File: config.mk
export PLATFORM = sky130hd
export DESIGN_NAME = traffic_phase_sequencer
export DESIGN_NICKNAME = d
export VERILOG_FILES = /design/src/rtl/traffic_pkg.sv /design/src/rtl/ped_debounce.sv /design/src/rtl/traffic_phase_sequencer.sv
export SDC_FILE = /design/constraint.sdc
export NUM_CORES = 1
export LEC_CHECK = 0
export BUFFER_PORTS_ARGS = -buffer_cell sky130_fd_sc_hd__clkbuf_2
export CAP_MARGIN = 10
export CELL_PAD_IN_SITES_DETAIL_PLACEMENT = 0
export CELL_PAD_IN_SITES_GLOBAL_PLACEMENT = 1
export CORE_MARGIN = 1.5
export CORE_UTILIZATION = 42
export CTS_CLUSTER_SIZE = 20
export DETAILED_ROUTE_END_ITERATION = 10
export PLACE_DENSITY_LB_ADDON = 0.1
export SETUP_SLACK_MARGIN = 0.2
export SYNTH_ARGS = -nofsm -noshare
export SYNTH_HDL_FRONTEND = slang
export SYNTH_SLANG_ARGS = --single-unit
File: constraint.sdc
create_clock -name clk -period 2.6 [get_ports clk]
set_input_delay 0.26 -clock clk [delete_from_list [all_inputs] [get_ports clk]]
set_output_delay 0.26 -clock clk [all_outputs]
set_load 0.01 [all_outputs]
File: src/rtl/traffic_pkg.sv
// Shared types and constants for the traffic-light path (sequencer and lamp decode).
package traffic_pkg;

    typedef enum logic [2:0] {
        PH_RED     = 3'd0,
        PH_RED_YEL = 3'd1,
        PH_GREEN   = 3'd2,
        PH_YEL     = 3'd3,
        PH_FLASH   = 3'd4
    } phase_t;

    // Lamp bits are {red, yellow, green}
    localparam logic [2:0] LAMP_RED     = 3'b100;
    localparam logic [2:0] LAMP_RED_YEL = 3'b110;
    localparam logic [2:0] LAMP_GREEN   = 3'b001;
    localparam logic [2:0] LAMP_YEL     = 3'b010;
    localparam logic [2:0] LAMP_OFF     = 3'b000;

    // Default phase durations in ticks
    localparam int DEF_T_RED       = 8;
    localparam int DEF_T_RED_YEL   = 1;
    localparam int DEF_T_GREEN     = 7;
    localparam int DEF_T_GREEN_MIN = 3;
    localparam int DEF_T_YEL       = 2;
    localparam int DEF_DEB_N       = 4;
    localparam int DEF_CNT_W       = 4;

endpackage

File: src/rtl/ped_debounce.sv
// Pedestrian button debouncer: one-clk pulse after DEB_N consecutive high samples,
// re-armed only once the button has been seen low again.
module ped_debounce
    import traffic_pkg::*;
#(
    parameter int DEB_N = DEF_DEB_N
) (
    input  logic clk,
    input  logic rst,
    input  logic btn,
    output logic press_pulse
);

    localparam int CW = $clog2(DEB_N + 1);

    logic [CW-1:0] cnt_q, cnt_d;

    // Count consecutive high samples, saturating at DEB_N so the pulse cannot repeat
    always_comb begin
        cnt_d = cnt_q;
        if (!btn) begin
            cnt_d = '0;
        end else if (cnt_q != CW'(DEB_N)) begin
            cnt_d = cnt_q + CW'(1);
        end
    end

    // Pulse coincides with the edge that takes the DEB_N-th high sample
    assign press_pulse = btn && (cnt_q == CW'(DEB_N - 1));

    // Counter register
    always_ff @(posedge clk) begin
        if (rst) cnt_q <= '0;
        else     cnt_q <= cnt_d;
    end

endmodule

File: src/rtl/traffic_phase_sequencer.sv
// Phase timing and pedestrian request stage: steps RED/RED_YEL/GREEN/YEL on tick,
// shortens GREEN for a pending request, and offers a flashing-yellow night mode.
module traffic_phase_sequencer
    import traffic_pkg::*;
#(
    parameter int T_RED       = DEF_T_RED,
    parameter int T_RED_YEL   = DEF_T_RED_YEL,
    parameter int T_GREEN     = DEF_T_GREEN,
    parameter int T_GREEN_MIN = DEF_T_GREEN_MIN,
    parameter int T_YEL       = DEF_T_YEL,
    parameter int DEB_N       = DEF_DEB_N,
    parameter int CNT_W       = DEF_CNT_W
) (
    input  logic       clk,
    input  logic       rst,
    input  logic       tick,
    input  logic       ped_btn,
    input  logic       night_mode,
    output logic [2:0] phase,
    output logic [2:0] lamp,
    output logic       walk,
    output logic       ped_pending,
    output logic       phase_start
);

    // GREEN may be cut once elapsed ticks reach T_GREEN_MIN, i.e. timer <= this value
    localparam logic [CNT_W-1:0] CUT_AT = CNT_W'(T_GREEN - T_GREEN_MIN + 1);

    phase_t             phase_q, phase_d;
    logic [CNT_W-1:0]   timer_q, timer_d;
    logic               flash_q, flash_d;
    logic [2:0]         lamp_q, lamp_d;
    logic               walk_q, walk_d;
    logic               ped_q, ped_d;
    logic               start_q, start_d;
    logic               press;
    logic               serve;

    ped_debounce #(.DEB_N(DEB_N)) u_deb (
        .clk         (clk),
        .rst         (rst),
        .btn         (ped_btn),
        .press_pulse (press)
    );

    // State register: every output is registered here
    always_ff @(posedge clk) begin
        if (rst) begin
            phase_q <= PH_RED;
            timer_q <= CNT_W'(T_RED);
            flash_q <= 1'b0;
            lamp_q  <= LAMP_RED;
            walk_q  <= 1'b0;
            ped_q   <= 1'b0;
            start_q <= 1'b0;
        end else begin
            phase_q <= phase_d;
            timer_q <= timer_d;
            flash_q <= flash_d;
            lamp_q  <= lamp_d;
            walk_q  <= walk_d;
            ped_q   <= ped_d;
            start_q <= start_d;
        end
    end

    // Next phase and timer: only ticks advance; timer==1 means this is the last tick
    always_comb begin
        phase_d = phase_q;
        timer_d = timer_q;
        flash_d = flash_q;
        if (tick) begin
            case (phase_q)
                PH_RED: begin
                    if (timer_q == CNT_W'(1)) begin
                        if (night_mode) begin
                            phase_d = PH_FLASH;
                            flash_d = 1'b1;
                        end else begin
                            phase_d = PH_RED_YEL;
                            timer_d = CNT_W'(T_RED_YEL);
                        end
                    end else begin
                        timer_d = timer_q - CNT_W'(1);
                    end
                end
                PH_RED_YEL: begin
                    if (timer_q == CNT_W'(1)) begin
                        phase_d = PH_GREEN;
                        timer_d = CNT_W'(T_GREEN);
                    end else begin
                        timer_d = timer_q - CNT_W'(1);
                    end
                end
                PH_GREEN: begin
                    if (timer_q == CNT_W'(1) || (ped_q && timer_q <= CUT_AT)) begin
                        phase_d = PH_YEL;
                        timer_d = CNT_W'(T_YEL);
                    end else begin
                        timer_d = timer_q - CNT_W'(1);
                    end
                end
                PH_YEL: begin
                    if (timer_q == CNT_W'(1)) begin
                        phase_d = PH_RED;
                        timer_d = CNT_W'(T_RED);
                    end else begin
                        timer_d = timer_q - CNT_W'(1);
                    end
                end
                PH_FLASH: begin
                    if (!night_mode) begin
                        phase_d = PH_RED;
                        timer_d = CNT_W'(T_RED);
                        flash_d = 1'b0;
                    end else begin
                        flash_d = ~flash_q;
                    end
                end
                default: begin
                    phase_d = PH_RED;
                    timer_d = CNT_W'(T_RED);
                    flash_d = 1'b0;
                end
            endcase
        end
    end

    // Outputs for the next cycle: lamps, walk/request handshake, phase-start strobe
    always_comb begin
        serve = tick && (phase_q == PH_YEL) && (phase_d == PH_RED) && ped_q;
        case (phase_d)
            PH_RED:     lamp_d = LAMP_RED;
            PH_RED_YEL: lamp_d = LAMP_RED_YEL;
            PH_GREEN:   lamp_d = LAMP_GREEN;
            PH_YEL:     lamp_d = LAMP_YEL;
            PH_FLASH:   lamp_d = flash_d ? LAMP_YEL : LAMP_OFF;
            default:    lamp_d = LAMP_RED;
        endcase
        // walk lives only inside the RED that served a request
        walk_d  = (phase_d == PH_RED) && (serve || walk_q);
        // a fresh press wins over the clear so it is not lost at serve time
        ped_d   = press ? 1'b1 : (serve ? 1'b0 : ped_q);
        start_d = (phase_d != phase_q);
    end

    assign phase       = phase_q;
    assign lamp        = lamp_q;
    assign walk        = walk_q;
    assign ped_pending = ped_q;
    assign phase_start = start_q;

endmodule

==> results <==
- The CTS clock-pin slew for the worst setup and hold paths is 0.11 ns.
- The flow ran to the end, and the final reports show no timing, DRC or antenna violations.
- The final layout contains 155 nets.
- The critical path goes through ha_1 > or3b_1 > o2111a_1 > a211o_1 > a22o_1.
- After detailed routing, the average wire length per cell comes to 14.6 um.
- STA puts the critical path data required time at 2.81 ns.
- The global-route track usage on met1 is 26.7%.
- Entering global routing, the biggest net connects 17 pins.
- Post-CTS repair changed the size of 0 cells.
- The measured slew at the worst slew-check pin is 0.559 ns.
- The post-CTS setup-driven buffer insertion count is 0.
- The count of nets left with antenna violations once routing finished came out at 0.
- The met3 demand-to-capacity share in global routing is 2.50%.
- After detailed routing, the number of vias per cell comes to 5.95.
- Across all setup checks in the final design, the least slack found is 0.567 ns.
- The die is 54.1 um tall.
- The number of port buffers is 13.
- The overall power consumption is 0.000537 W.
- In this run, synthesis inferred 0 flip-flops with an integrated enable.
- The tool flagged a number of max-cap violations equal to 0.
- In this run the number of H-tree levels came out at 1.
- The post-synthesis area per instance is 8.23 sq um.
- After synthesis, the share of flip-flops with an asynchronous set or reset is 0%.
- The master of the slowest instance on the critical path is sky130_fd_sc_hd__or3b_1.
- The number of diodes is 0.
- From synthesis to final layout, the design area changed by 8.23%.
- The first-pass GRT wire length is 4310 um.
- The later pin in the worst-skew pair is clocked with a latency of 0.30 ns.
- Hold timing on the final database bottoms out at a slack of 0.227 ns.
- The clock period could shrink to 2.03 ns.
- The CTS sink count is 17.
- The initial antenna violation count is 0.
- The buffer type at the clock tree root is sky130_fd_sc_hd__clkbuf_4.
- The worst IR drop on VDD is 0.000261 V.
- The power per standard cell area is 453 nW/um^2.
- In the post-synthesis netlist, the biggest area contributors are sky130_fd_sc_hd__dfxtp_1 (31%), sky130_fd_sc_hd__a21oi_1 (5.9%), sky130_fd_sc_hd__ha_1 (5.7%).
- Of all cell types, the one taking the most synthesized area is sky130_fd_sc_hd__dfxtp_1.
- The top fanout value on the critical path is 10.
- The area of the mapped netlist is 1090 sq um.
- The type of the worst setup path is reg2reg.
- The tightest slew margin relative to the limit is 62.7%.
- In this run, the number of DRC markers left after iteration 0 of detailed routing was 20.
- The post-synth net total is 143.
- Detailed routing inserted a total of 1035 vias.
- The final count of pins violating max slew is 0.
- For this run, the slowest stage of the critical path takes 0.54 ns.
- The core region is 2480 sq um.
- The share of layout cells above drive strength 1 is 20.1%.
- The critical path runs through a total of 5 cells.
- The remaining routing DRC violations is 0.
- The post-route fraction of the period consumed by the critical path is 78.2%.
- The maximum clock skew at final layout is 0.00394 ns.
- The analysis attributes to cell leakage a power of 0.498 nW.
- The CTS tree is built.
- The maximum count of clock buffers along a single path is 2.
- For this block, the routed nets add up to 2550 um of wire.
- The first TritonRoute pass finished after 4 iterations.
- The depth of the most critical reg-to-reg path is 5.
- For this run, the total global-route usage over all layers was measured as 20.4%.
- The leading cell type by number of instances after synthesis is sky130_fd_sc_hd__dfxtp_1.
- Data on the critical path arrives at its endpoint at 2.24 ns.
- During I/O placement, the number of pins put on the boundary was 14.
- In this run the critical register-to-register path is launched from timer_q[0].
- The maximum achievable frequency is 0.492 GHz.
- STA classifies the critical path startpoint as a flop.
- Setup violations remaining at the end of the flow were counted as 0.
- The commonest register cell after synthesis is sky130_fd_sc_hd__dfxtp_1.
- The minimum setup slack after placement is 0.587 ns.
- Hold repair after CTS inserted 0 buffers.
- The number of global-route vias before repair was 992.
- Measured along the x axis, the die boundary spans 54.1 um.
- The met2 global-route usage is 32.9%.
- The detailed-placement wirelength estimate is 1870 um.
- The finished cells cover 1180 sq um.
- The initial cell density of the core is 44.2%.
- The die outline area is 2920 sq um.
- In this run, CTS created clock tree buffers numbering 3.
- The number of buffers and inverters on the critical path is 0.
- The start point of the critical path is timer_q[0].
- Setup repair after global routing left no endpoint under its margin.
- The share of the Yosys chip area taken by registers is 31.1%.
- The most critical setup path has its endpoint at lamp[1].
- The last weighted congestion value of the routability-driven placer is 0.915.
- The count of distinct cell types in the synthesized netlist is 53.
- After global routing the overflow that remains totals 0.
- The minimum setup slack among reg-to-reg paths is 0.57 ns.
- The final count of hold timing violations was 0.
- The endpoint identified for the worst register-to-register timing path is lamp[1].
- In this run, synthesis produced a sequential element count of 17.
- For this run, the number of Yosys warnings is 0.
- The layer carrying the most global-route usage is met2.
- The critical path endpoint category is a flop.
- The cell family contributing the most delay on the critical path is compound AO/OA/AOI/OAI gates.
- Synthesis produced a netlist whose cell count is 133.
- The cell area reported after detailed placement is 1160 sq um.
- In this run the worst hold path is classified as in2reg.
- The commonest cells after synthesis are sky130_fd_sc_hd__dfxtp_1 (17), sky130_fd_sc_hd__a21oi_1 (13), sky130_fd_sc_hd__inv_1 (12).
- After routing, the total negative slack on setup checks comes to 0 ns.
- The number of placement rows is 18.
- The top cell type by area accounts for 31.1% of the synthesized area.
-- placed cells by master (no fill, tap or decap), drive strengths merged, types with 4 or more instances in the layout --
cell type,netlist,routed
dfxtp,17,17
clkbuf,3,16
a21oi,13,13
inv,12,12
nand2,10,10
nor2,6,6
o21ai,6,6
nor3,5,5
ha,5,5
nor4,4,4
or3b,4,4
-- flip-flops by register name, indices dropped and copies added, names as in the netlist --
register and flops:
flash_q 1, lamp 3, ped_pending 1, phase 3, phase_start 1, timer_q 4
u_deb.cnt_q 3, walk 1
-- logic make-up after synthesis --
kind of cell	count (synthesis)	share of synthesized area (%)
compound gates	43	28.3
xor+xnor	1	0.800
fa+ha+maj	5	5.71
buf+inv	20	9.14
flops	17	31.1
simple gates	47	24.9
-- through the flow --
step / cells / util, %
floorplan: 133 / -
global placement: 170 / 46.7
detailed placement: 170 / 46.7
CTS: 174 / 47.8
global route: 174 / 47.8
finish: 174 / 47.8
-- how the worst min path moves through the flow --
stage	from	to	slack, ns	cells past startpoint
final	ped_btn	u_deb.cnt_q[2]	0.23	3
after global routing	ped_btn	u_deb.cnt_q[2]	0.24	3
after CTS	ped_btn	u_deb.cnt_q[0]	0.22	3
after detailed placement	timer_q[1]	timer_q[1]	0.51	1
after global placement	u_deb.cnt_q[2]	u_deb.cnt_q[1]	0.48	2
after floorplan	ped_btn	u_deb.cnt_q[1]	0.42	2
-- routing by layer --
layer | part of all wire, % | vias to the layer above | routed length [um]
met5 | 0 | - | 0
met4 | 1.7 | 0 | 44
met3 | 3.4 | 6 | 87
met2 | 47 | 28 | 1210
met1 | 47 | 489 | 1210
li1 | - | 512 | -
-- worst register-to-register path: stages (launching register included) --
cell,delay (ns)
sky130_fd_sc_hd__dfxtp_1,0.40
sky130_fd_sc_hd__ha_1,0.29
sky130_fd_sc_hd__or3b_1,0.54
sky130_fd_sc_hd__o2111a_1,0.29
sky130_fd_sc_hd__a211o_1,0.24
sky130_fd_sc_hd__a22o_1,0.19
-- final cells by class --
class / instances / area [sq um]
Clock inverter: 1 / 5.00
Fill cell: 257 / 1290
Clock buffer: 3 / 22.5
Inverter: 12 / 45.0
Multi-Input combinational cell: 96 / 654
Timing Repair Buffer: 15 / 80.1
Tap cell: 30 / 37.5
Sequential cell: 17 / 340
-- report_power, final --
part           switching, W  total [W]  internal, W
Clock             0.0000936   0.000151    0.0000573
Sequential        0.0000175   0.000289     0.000272
Combinational     0.0000510  0.0000966    0.0000456
Note: power is estimated with default switching activity, not from simulation.
